`config.mk`:
```
export PLATFORM = sky130hd
export DESIGN_NAME = btn_debounce
export DESIGN_NICKNAME = d
export VERILOG_FILES = /design/src/rtl/btn_debounce.sv
export SDC_FILE = /design/constraint.sdc
export NUM_CORES = 1
export LEC_CHECK = 0
export CAP_MARGIN = 20
export CELL_PAD_IN_SITES_DETAIL_PLACEMENT = 1
export CELL_PAD_IN_SITES_GLOBAL_PLACEMENT = 2
export CORE_ASPECT_RATIO = 1.1
export CORE_MARGIN = 5
export CORE_UTILIZATION = 36
export DETAILED_ROUTE_END_ITERATION = 10
export PLACE_DENSITY_LB_ADDON = 0.05
export SLEW_MARGIN = 20
export SYNTH_ARGS = -nofsm -noshare
export SYNTH_HDL_FRONTEND = slang
export SYNTH_SLANG_ARGS = --single-unit
export TNS_END_PERCENT = 100
```
`constraint.sdc`:
```
create_clock -name CLK -period 2.25 [get_ports CLK]
set_input_delay 0.5625 -clock CLK [delete_from_list [all_inputs] [get_ports CLK]]
set_output_delay 0.5625 -clock CLK [all_outputs]
set_load 0.05 [all_outputs]
```
`src/rtl/btn_debounce.sv`:
```
// btn_debounce: per-channel 2-flop synchroniser, debouncer and press/release/long-press pulse generator
module btn_debounce #(
    parameter int NUM_BTN         = 4,
    parameter int DEBOUNCE_CYCLES = 12000,
    parameter int LONG_CYCLES     = 6000000,
    parameter bit BTN_ACTIVE_LOW  = 1'b1
) (
    input  logic               CLK,
    input  logic               RST_N,
    input  logic [NUM_BTN-1:0] BTN_RAW,
    output logic [NUM_BTN-1:0] BTN_PRESSED,
    output logic [NUM_BTN-1:0] BTN_PRESS_P,
    output logic [NUM_BTN-1:0] BTN_RELEASE_P,
    output logic [NUM_BTN-1:0] BTN_LONG_P
);
    localparam int DW = $clog2(DEBOUNCE_CYCLES + 1);
    localparam int HW = $clog2(LONG_CYCLES + 1);

    typedef enum logic [1:0] {RELEASED, HELD, LONG_HELD} state_t;

    for (genvar i = 0; i < NUM_BTN; i++) begin : g_ch
        logic          sync1, sync2, prs, prs_p, rel_p, lng_p;
        logic          s, acc, prs_nx, press_nx, rel_nx, long_nx;
        logic [DW-1:0] dcnt, dcnt_nx;
        logic [HW-1:0] hcnt, hcnt_nx;
        state_t        st, st_nx;

        always_comb begin
            s        = sync2 ^ BTN_ACTIVE_LOW;
            acc      = (s != prs) && (dcnt == DW'(DEBOUNCE_CYCLES - 1));
            dcnt_nx  = (s == prs || acc) ? '0 : dcnt + DW'(1);
            prs_nx   = acc ? s : prs;
            press_nx = acc & s;
            rel_nx   = acc & ~s;
            st_nx    = st;
            hcnt_nx  = hcnt;
            long_nx  = 1'b0;
            case (st)
                RELEASED: if (press_nx) begin
                    st_nx   = HELD;
                    hcnt_nx = '0;
                end
                // a release accepted on the expiry cycle takes priority over the long pulse
                HELD: if (rel_nx) st_nx = RELEASED;
                    else if (hcnt == HW'(LONG_CYCLES - 1)) begin
                        st_nx   = LONG_HELD;
                        long_nx = 1'b1;
                    end else hcnt_nx = hcnt + HW'(1);
                LONG_HELD: if (rel_nx) st_nx = RELEASED;
                default: st_nx = RELEASED;
            endcase
        end

        always_ff @(posedge CLK or negedge RST_N) begin
            if (!RST_N) begin
                sync1 <= BTN_ACTIVE_LOW;
                sync2 <= BTN_ACTIVE_LOW;
                dcnt  <= '0;
                hcnt  <= '0;
                prs   <= 1'b0;
                prs_p <= 1'b0;
                rel_p <= 1'b0;
                lng_p <= 1'b0;
                st    <= RELEASED;
            end else begin
                sync1 <= BTN_RAW[i];
                sync2 <= sync1;
                dcnt  <= dcnt_nx;
                hcnt  <= hcnt_nx;
                prs   <= prs_nx;
                prs_p <= press_nx;
                rel_p <= rel_nx;
                lng_p <= long_nx;
                st    <= st_nx;
            end
        end

        assign BTN_PRESSED[i]   = prs;
        assign BTN_PRESS_P[i]   = prs_p;
        assign BTN_RELEASE_P[i] = rel_p;
        assign BTN_LONG_P[i]    = lng_p;
    end
endmodule

```
* Word-level counts from Yosys, hierarchy flattened *
Index checks and enable logic that the tools add are counted.

word-level totals
  flip-flop bits (word level) = 180
  input port bits = 6
  output and inout bits = 16
  logic and storage cells = 176

operators by class
  $add $sub $neg = 8
  equality and inequality tests = 44
  mux-type cells = 52
  bitwise logic cells = 12
  reduce and logical (&&, ||, !) cells = 24

operators by type and width
  operator               number
  $mux 23                12
  $pmux 23 s2            4
  $add 23x1->23 const B  4
  $eq 23x23->1 const B   4
  $add 14x1->14 const B  4
  $eq 14x14->1 const B   4
  $mux 14                4
  $mux 2                 16
  $ne 2x2->1 const B     16
  $pmux 2 s3             4
  $reduce_and 4->1       4
  $mux 1                 12
  $ne 3x3->1 const B     4
  $reduce_and 3->1       4
  $and 1x1->1            8
  $eq 2x1->1 const B     4
  $eq 2x2->1 const B     4
  $logic_not 2->1        4
  $reduce_bool 2->1      4
  $eq 1x1->1             4
  $logic_and 1x1->1      4
  $logic_or 1x1->1       4
  $ne 1x1->1             4
  $not 1->1              4

* Logic depth before layout (Yosys ltp) *
Gate-level depths: netlist (run 1).

  word-level depth = 6
  depth in mapped cells = 10
  depth with buffers taken out = 8

* Least setup slack after synthesis (run 1) *
No wires, ideal clock.

  path kind = reg-to-reg
  start = register g_ch[3].hcnt[0]
  end = register g_ch[3].hcnt[12]
  setup time = 0.124 ns
  arrival time = 2.233 ns
  data required time = 2.126 ns
  slack = -0.106 ns
  stages on the path, launching flop included = 10
  buffers on the path = 2
  clock period less this slack = 2.356 ns
  cell sequence = dfrtp_1 -> ha_1 -> and4_4 -> nand2_2 -> or4_1 -> clkbuf_2 -> nor2b_4 -> buf_6 -> and3_1 -> a211o_1

on the way
  cells in the longest elaborated chain, start to end = 4
  elaborated cells on any way between the ends = 7
  those cells by class = add/sub (1); eq/ne (2); mux (3); reduce/logical (1)

ends and longest elaborated chain
  what                      line  text
  start: declaration        25    logic [HW-1:0] hcnt, hcnt_nx;
  start signal: assignment  69    hcnt <= hcnt_nx;
  $add 23x1->23             48    end else hcnt_nx = hcnt + HW'(1);
  $mux 23                   45    else if (hcnt == HW'(LONG_CYCLES - 1)) begin
  $mux 23                   44    HELD: if (rel_nx) st_nx = RELEASED;
  $pmux 23 s2               38    case (st)

Several ways; a longest one is shown, not always the timed one. The select of a mux whose other input is x is not followed.
A chain may end at the register's enable or synchronous reset.

* Worst setup path after layout (run 1) *
  start = register g_ch[3].hcnt[1]
  end = register g_ch[3].hcnt[1]

The elaborated chain is that of the path after synthesis.

==> run metrics, run 1 <==
Distinct cells, synth slightly below 70; Post-Syn Area just over 9000 µm²; worst setup margin -22.0 ps; port bufs 21; Max Clock Freq 440 MHz; worst r2r path cells 9; Setup TNS -33.3 ps; Min Clock Period, post-route 2270 ps; total power 6.63 mW; maximum capacitance violations 0; share of layout cells above drive strength 1 0.220; Hold Crit Class primary input to asynchronous set/reset pin; pre-CTS worst setup slack -339 ps; Setup CP Type flip-flop to flip-flop; Post-synth top flop dfrtp_1; clock tree sinks 180; WL final 25000 µm; crit-path cells ha_2, and4_4, nand2_2, or4_4, a31oi_1, a21o_2, buf_4, buf_4, a22o_1; CP dominant cell by count buf_4; fin util 0.461; most common cell after layout, fill and taps aside dfrtp_1; total CTS buffers 17; die height 177 µm; DRC viols 0; Syn-to-layout area delta 26.6%; die area between 20000 and 30000 µm²; post-synth top area share 0.469; RSZ-0062 raised after global routing yes; fillers approximately 2900; gr usage total 0.181; Multi-input gate area 4550 µm²; non-filler instance count after layout 1455; Post-Synthesis Cells ~990; post-synthesis xor/xnor area fraction 0.0449; first-pass GRT wire length ~43000 µm; HPWL Detailed around 18000 µm; Final Hold Violating Endpoints 0; Pleak between 5 and 6 nW; Worst EP required around 2600 ps; Simple-Gate Fraction of Synth Area 0.269; Final nets between 1000 and 1500; outcome finished, violations left; DR iter-0 viols 375; final setup vio count 3; diode count 0; Via-to-Cell Ratio about 5.5; top cells by area, synth dfrtp_1 47%, nor2_1 4.1%, nand3_1 4.0%; largest family of logic cells by synthesized area simple AND/OR/NAND/NOR gates; area leader, netlist dfrtp_1; Hold Slack 62.8 ps; Syn. warnings 0; maximum number of pins on one net before global-route repair 52; Seq cells post-synth 180; Final Skew 15.5 ps; multiplexer share of the synthesized area 0.00109; CTS tree built; Die X 162 µm; clock-pin slew on the worst setup and hold paths 80 ps; core area between 20000 and 30000 µm²; total number of vias 7947; H-tree levels 4; number of synthesized flops with an enable pin 0; vias in the first global route 8644; failing checks negative setup slack; root buf cell clkbuf_16; register area 4510 µm²; CP max FO 6; post-synthesis adder-cell area fraction 0.0109; PwrDens 571 nW/µm²; row count 61; commonest non-fill, non-tap cells in the layout 172 x dfrtp_1, 139 x buf_4, 98 x nor2_1; Synth async-reset ratio 1.00; WL/cell 17.2 µm; complex-gate fraction of the synthesized area 0.142; final instance area 11600 µm²; count of pins over their slew limit 0; Worst-Skew Late Latency 440 ps; Least-Margin Pin Slew 512 ps; Clock Tree Buf Depth 2; io pins 22; post-route ant nets 0; GPL Wtd Cong 0.809; starting density of the core 0.364; Arrival @ worst endpoint 2650 ps; syn_nets ~1000; Peak VDD IR 0.402 mV; initial antenna violation count 0; Critical Path Source Type flip-flop; CP peak stage delay 470 ps; Slew HR 0.657; Final period util 1.01; register area share after synthesis 0.492; Placed Cells incl. Taps 1410; syn_area_per_cell 9.29 µm²; TritonRoute pass-1 iters 6; crit path capture type flip-flop; hold buffers post-CTS 0; crit path max-delay cell type or4_4; Overflow after GRT 0; Placed Area between 10000 and 15000 µm²
==> timing repair <==
item | CTS | global route
gates resized for setup | 23 | 56
setup buffers | 4 | 9
pin swaps | 3 | 15
setup endpoints to repair | 62 | 84
==> state kept, by name, summed over array words and instances (netlist names) <==
register	flops
g_ch.rel_p	4
g_ch.st	8
g_ch.sync1	4
g_ch.prs_p	4
g_ch.dcnt	56
g_ch.sync2	4
g_ch.hcnt	92
g_ch.lng_p	4
g_ch.prs	4
==> cells by family (layout without fill, tap and decap cells) <==
family | Yosys count | in the layout
xor gates and xnor gates | 47 | 47
muxes | 1 | 1
AOI/OAI and AO/OA | 210 | 210
buffers and inverters | 72 | 224
DFF | 180 | 180
and+or+nand+nor | 470 | 470
adders and majority gates | 8 | 8
==> area by class of cell <==
cell class | count | share of cell area
inverters | 22 | 0.00775
flip-flops and latches | 180 | 0.389
clock inverters | 15 | 0.0165
clock buffers | 17 | 0.0366
well taps | 315 | 0.0339
repair buffers | 170 | 0.125
multi-input cells | 736 | 0.392
==> critical path: cells and delay by family, from the launching register on <==
kind / cells / cell delay, ps
DFF: 1 / 360
AOI/OAI and AO/OA: 3 / 590
adders and majority gates: 1 / 210
buffers and inverters: 2 / 240
and+or+nand+nor: 3 / 810
==> final timing paths <==
path	from	end	slack, ps
max in group asynchronous	RST_N	g_ch[0].sync1$_DFF_PN1_	1480
max	g_ch[3].hcnt[1]$_DFFE_PN0P_	g_ch[3].hcnt[1]$_DFFE_PN0P_	-20
max reg2reg	g_ch[3].hcnt[1]$_DFFE_PN0P_	g_ch[3].hcnt[1]$_DFFE_PN0P_	-20
min reg2reg	g_ch[1].sync1$_DFF_PN1_	g_ch[1].sync2$_DFF_PN1_	360
min in group CLK	g_ch[1].sync1$_DFF_PN1_	g_ch[1].sync2$_DFF_PN1_	360
min	RST_N	g_ch[3].hcnt[22]$_DFFE_PN0P_	60
==> metal layers <==
layer | global-route usage | vias up | part of all wire
met5 | 0 | - | 0
met4 | 0.0479 | 0 | 0.011
met3 | 0.0258 | 26 | 0.016
met2 | 0.318 | 50 | 0.51
met1 | 0.235 | 4015 | 0.47
li1 | - | 3856 | -
==> power breakdown <==
group / leakage [nW] / switching, mW / total (mW) / internal, mW
Sequential: 2.48 / 0.0234 / 3.29 / 3.26
Combinational: 2.51 / 0.108 / 0.162 / 0.0538
Clock: 0.291 / 1.40 / 3.18 / 1.78
Total: 5.27 / 1.54 / 6.63 / 5.10
==> cell usage after synthesis (all sizes together) (23+ instances only) <==
| cell | n |
|---|---|
| nor2 | 100 |
| nand2 | 90 |
| nand4 | 26 |
| and3 | 45 |
| xor2 | 34 |
| nor3 | 33 |
| a21oi | 52 |
| nand3 | 73 |
| dfrtp | 172 |
| o21ai | 73 |
| buf | 31 |
| a31oi | 23 |
(Power assumes the default switching activity.)
==> inputs of run 2 (changes only) <==
--- a/config.mk
+++ b/config.mk
@@ -12,6 +12,7 @@
 export CORE_MARGIN = 5
 export CORE_UTILIZATION = 36
 export DETAILED_ROUTE_END_ITERATION = 10
+export GPL_ROUTABILITY_DRIVEN = 0
 export PLACE_DENSITY_LB_ADDON = 0.05
 export SLEW_MARGIN = 20
 export SYNTH_ARGS = -nofsm -noshare
==> results of run 2 <==
No change in the layout: final DEF, timing and power equal those of run 1.
==> inputs of run 3 (changes only) <==
--- a/config.mk
+++ b/config.mk
@@ -9,11 +9,12 @@
 export CELL_PAD_IN_SITES_DETAIL_PLACEMENT = 1
 export CELL_PAD_IN_SITES_GLOBAL_PLACEMENT = 2
 export CORE_ASPECT_RATIO = 1.1
-export CORE_MARGIN = 5
+export CORE_MARGIN = 2
 export CORE_UTILIZATION = 36
 export DETAILED_ROUTE_END_ITERATION = 10
 export GPL_ROUTABILITY_DRIVEN = 0
 export PLACE_DENSITY_LB_ADDON = 0.05
+export SETUP_SLACK_MARGIN = 0.02
 export SLEW_MARGIN = 20
 export SYNTH_ARGS = -nofsm -noshare
 export SYNTH_HDL_FRONTEND = slang
==> run metrics, run 3 (synthesis results as in run 1) <==
outcome complete, no violations (was finished, violations left); Final Hold Violating Endpoints 0 (unchanged); Pleak 5.27 nW (about the same); commonest non-fill, non-tap cells in the layout 172 x dfrtp_1, 123 x buf_4, 98 x nor2_1 (was 172 x dfrtp_1, 139 x buf_4, 98 x nor2_1); RSZ-0062 raised after global routing yes (unchanged); CTS tree built (unchanged); maximum number of pins on one net before global-route repair 54 (was 52); worst r2r path cells 9 (unchanged); gr usage total 0.196 (was 0.181); Placed Cells incl. Taps 1389 (was 1410); starting density of the core 0.364 (unchanged); Biggest register g_ch.hcnt (unchanged); Arrival @ worst endpoint 2620 ps (was 2650 ps); io pins 22 (unchanged); Hold Slack 94.0 ps (was 62.8 ps); CP max FO 6 (unchanged); H-tree levels 4 (unchanged); DR iter-0 viols 359 (was 375); port bufs 21 (unchanged); Max Clock Freq 445 MHz (was 440 MHz); Setup crit start g_ch[0].dcnt[0]$_DFF_PN0_ (was g_ch[3].hcnt[1]$_DFFE_PN0P_); Via-to-Cell Ratio 5.54 (was 5.46); worst setup margin 1.92 ps (was -22.0 ps); total power 6.29 mW (was 6.63 mW); fillers 2809 (was 2876); Critical Path Source Type flip-flop (unchanged); Slew HR 0.570 (was 0.657); FF-to-FF End g_ch[0].hcnt[22]$_DFFE_PN0P_ (was g_ch[3].hcnt[1]$_DFFE_PN0P_); Final nets 1127 (was 1141); count of pins over their slew limit 0 (unchanged); PwrDens 542 nW/µm² (was 571 nW/µm²); Worst-Skew Late Latency 440 ps (about the same); WL/cell 17.4 µm (was 17.2 µm); WL final 25000 µm (about the same); total number of vias 7980 (was 7947); Final Skew 10.4 ps (was 15.5 ps); final instance area 11600 µm² (about the same); reg2reg start g_ch[0].dcnt[0]$_DFF_PN0_ (was g_ch[3].hcnt[1]$_DFFE_PN0P_); non-filler instance count after layout 1441 (was 1455); hold buffers post-CTS 0 (unchanged); initial antenna violation count 0 (unchanged); Syn-to-layout area delta 26.6% (about the same); post-route ant nets 0 (unchanged); crit path capture type flip-flop (unchanged); Worst EP required 2620 ps (was 2630 ps); Min Clock Period, post-route 2250 ps (was 2270 ps); fin util 0.461 (about the same); Final period util 0.999 (was 1.01); total CTS buffers 17 (unchanged); Placed Area 10500 µm² (was 10600 µm²); Hold Crit Class primary input to asynchronous set/reset pin (unchanged); biggest regs g_ch.hcnt x92, g_ch.dcnt x56, g_ch.st x8 (unchanged); vias in the first global route 8514 (was 8644); Least-Margin Pin Slew 643 ps (was 512 ps); Peak VDD IR 0.370 mV (was 0.402 mV); maximum capacitance violations 0 (unchanged); die area 26800 µm² (was 28800 µm²); root buf cell clkbuf_16 (unchanged); Clock Tree Buf Depth 2 (unchanged); clock-pin slew on the worst setup and hold paths 70 ps (was 80 ps); flop-to-flop setup slack 2 ps (was -20 ps); Largest register FFs 92 (unchanged); final setup vio count 0 (was 3); core area 25200 µm² (unchanged); DRC viols 0 (unchanged); Die X 156 µm (was 162 µm); Setup TNS 0 ps (was -33.3 ps); pre-CTS worst setup slack -102 ps (was -339 ps); share of layout cells above drive strength 1 0.226 (was 0.220); clock tree sinks 180 (unchanged); diode count 0 (unchanged); Setup CP Type flip-flop to flip-flop (unchanged); die height 171 µm (was 177 µm); Overflow after GRT 0 (unchanged); row count 61 (unchanged); first-pass GRT wire length 42700 µm (was 43200 µm); TritonRoute pass-1 iters 4 (was 6); HPWL Detailed 17600 µm (was 17800 µm); most common cell after layout, fill and taps aside dfrtp_1 (unchanged)
run 3: final cells by class:
class	instances	area, µm²	area share
Sequential cell	180	4510	0.389
Timing Repair Buffer	156	1400	0.121
Clock inverter	13	101	0.00873
Clock buffer	19	453	0.0390
Tap cell	315	394	0.0339
Multi-Input combinational cell	736	4660	0.401
Inverter	22	87.6	0.00754
run 3: report_power, final:
group / internal, mW / switching (mW) / total, mW
registers: 3.26 / 0.0234 / 3.29
clock network: 1.48 / 1.35 / 2.83
logic: 0.0606 / 0.112 / 0.172
total: 4.81 / 1.49 / 6.29
run 3: worst max-delay path by stage:
stage / to / slack, ps
4_1_cts: g_ch[0].hcnt[14]$_DFFE_PN0P_ / 4
2_1_floorplan: g_ch[3].hcnt[12]$_DFFE_PN0P_ / 30
3_5_place_dp: g_ch[3].hcnt[20]$_DFFE_PN0P_ / -100
3_3_place_gp: g_ch[3].hcnt[20]$_DFFE_PN0P_ / -30
5_1_grt: g_ch[3].hcnt[20]$_DFFE_PN0P_ / -90
6_report: g_ch[0].hcnt[22]$_DFFE_PN0P_ / 2
run 3: metal layers:
metal	GRT usage	up-vias	wire [µm]
met5	0	-	0
met4	0.0523	0	272
met3	0.0272	20	398
met2	0.339	65	12700
met1	0.260	4078	11700
li1	-	3817	-
run 3: timing repair:
action	4_1_cts	5_1_grt
pin swaps	10	20
buffers inserted	5	12
endpoints found under the setup margin	48	87
gates cloned	1	2
gates resized for setup	26	90
run 3: worst max-delay path, stage by stage, from the launching register on:
cell and delay [ps]:
dfrtp_1 380, ha_2 190, and4_4 150, and4_4 210, a221oi_4 320, a221oi_4 60
buf_12 170, clkbuf_16 150, or4b_1 460, nand3_1 80
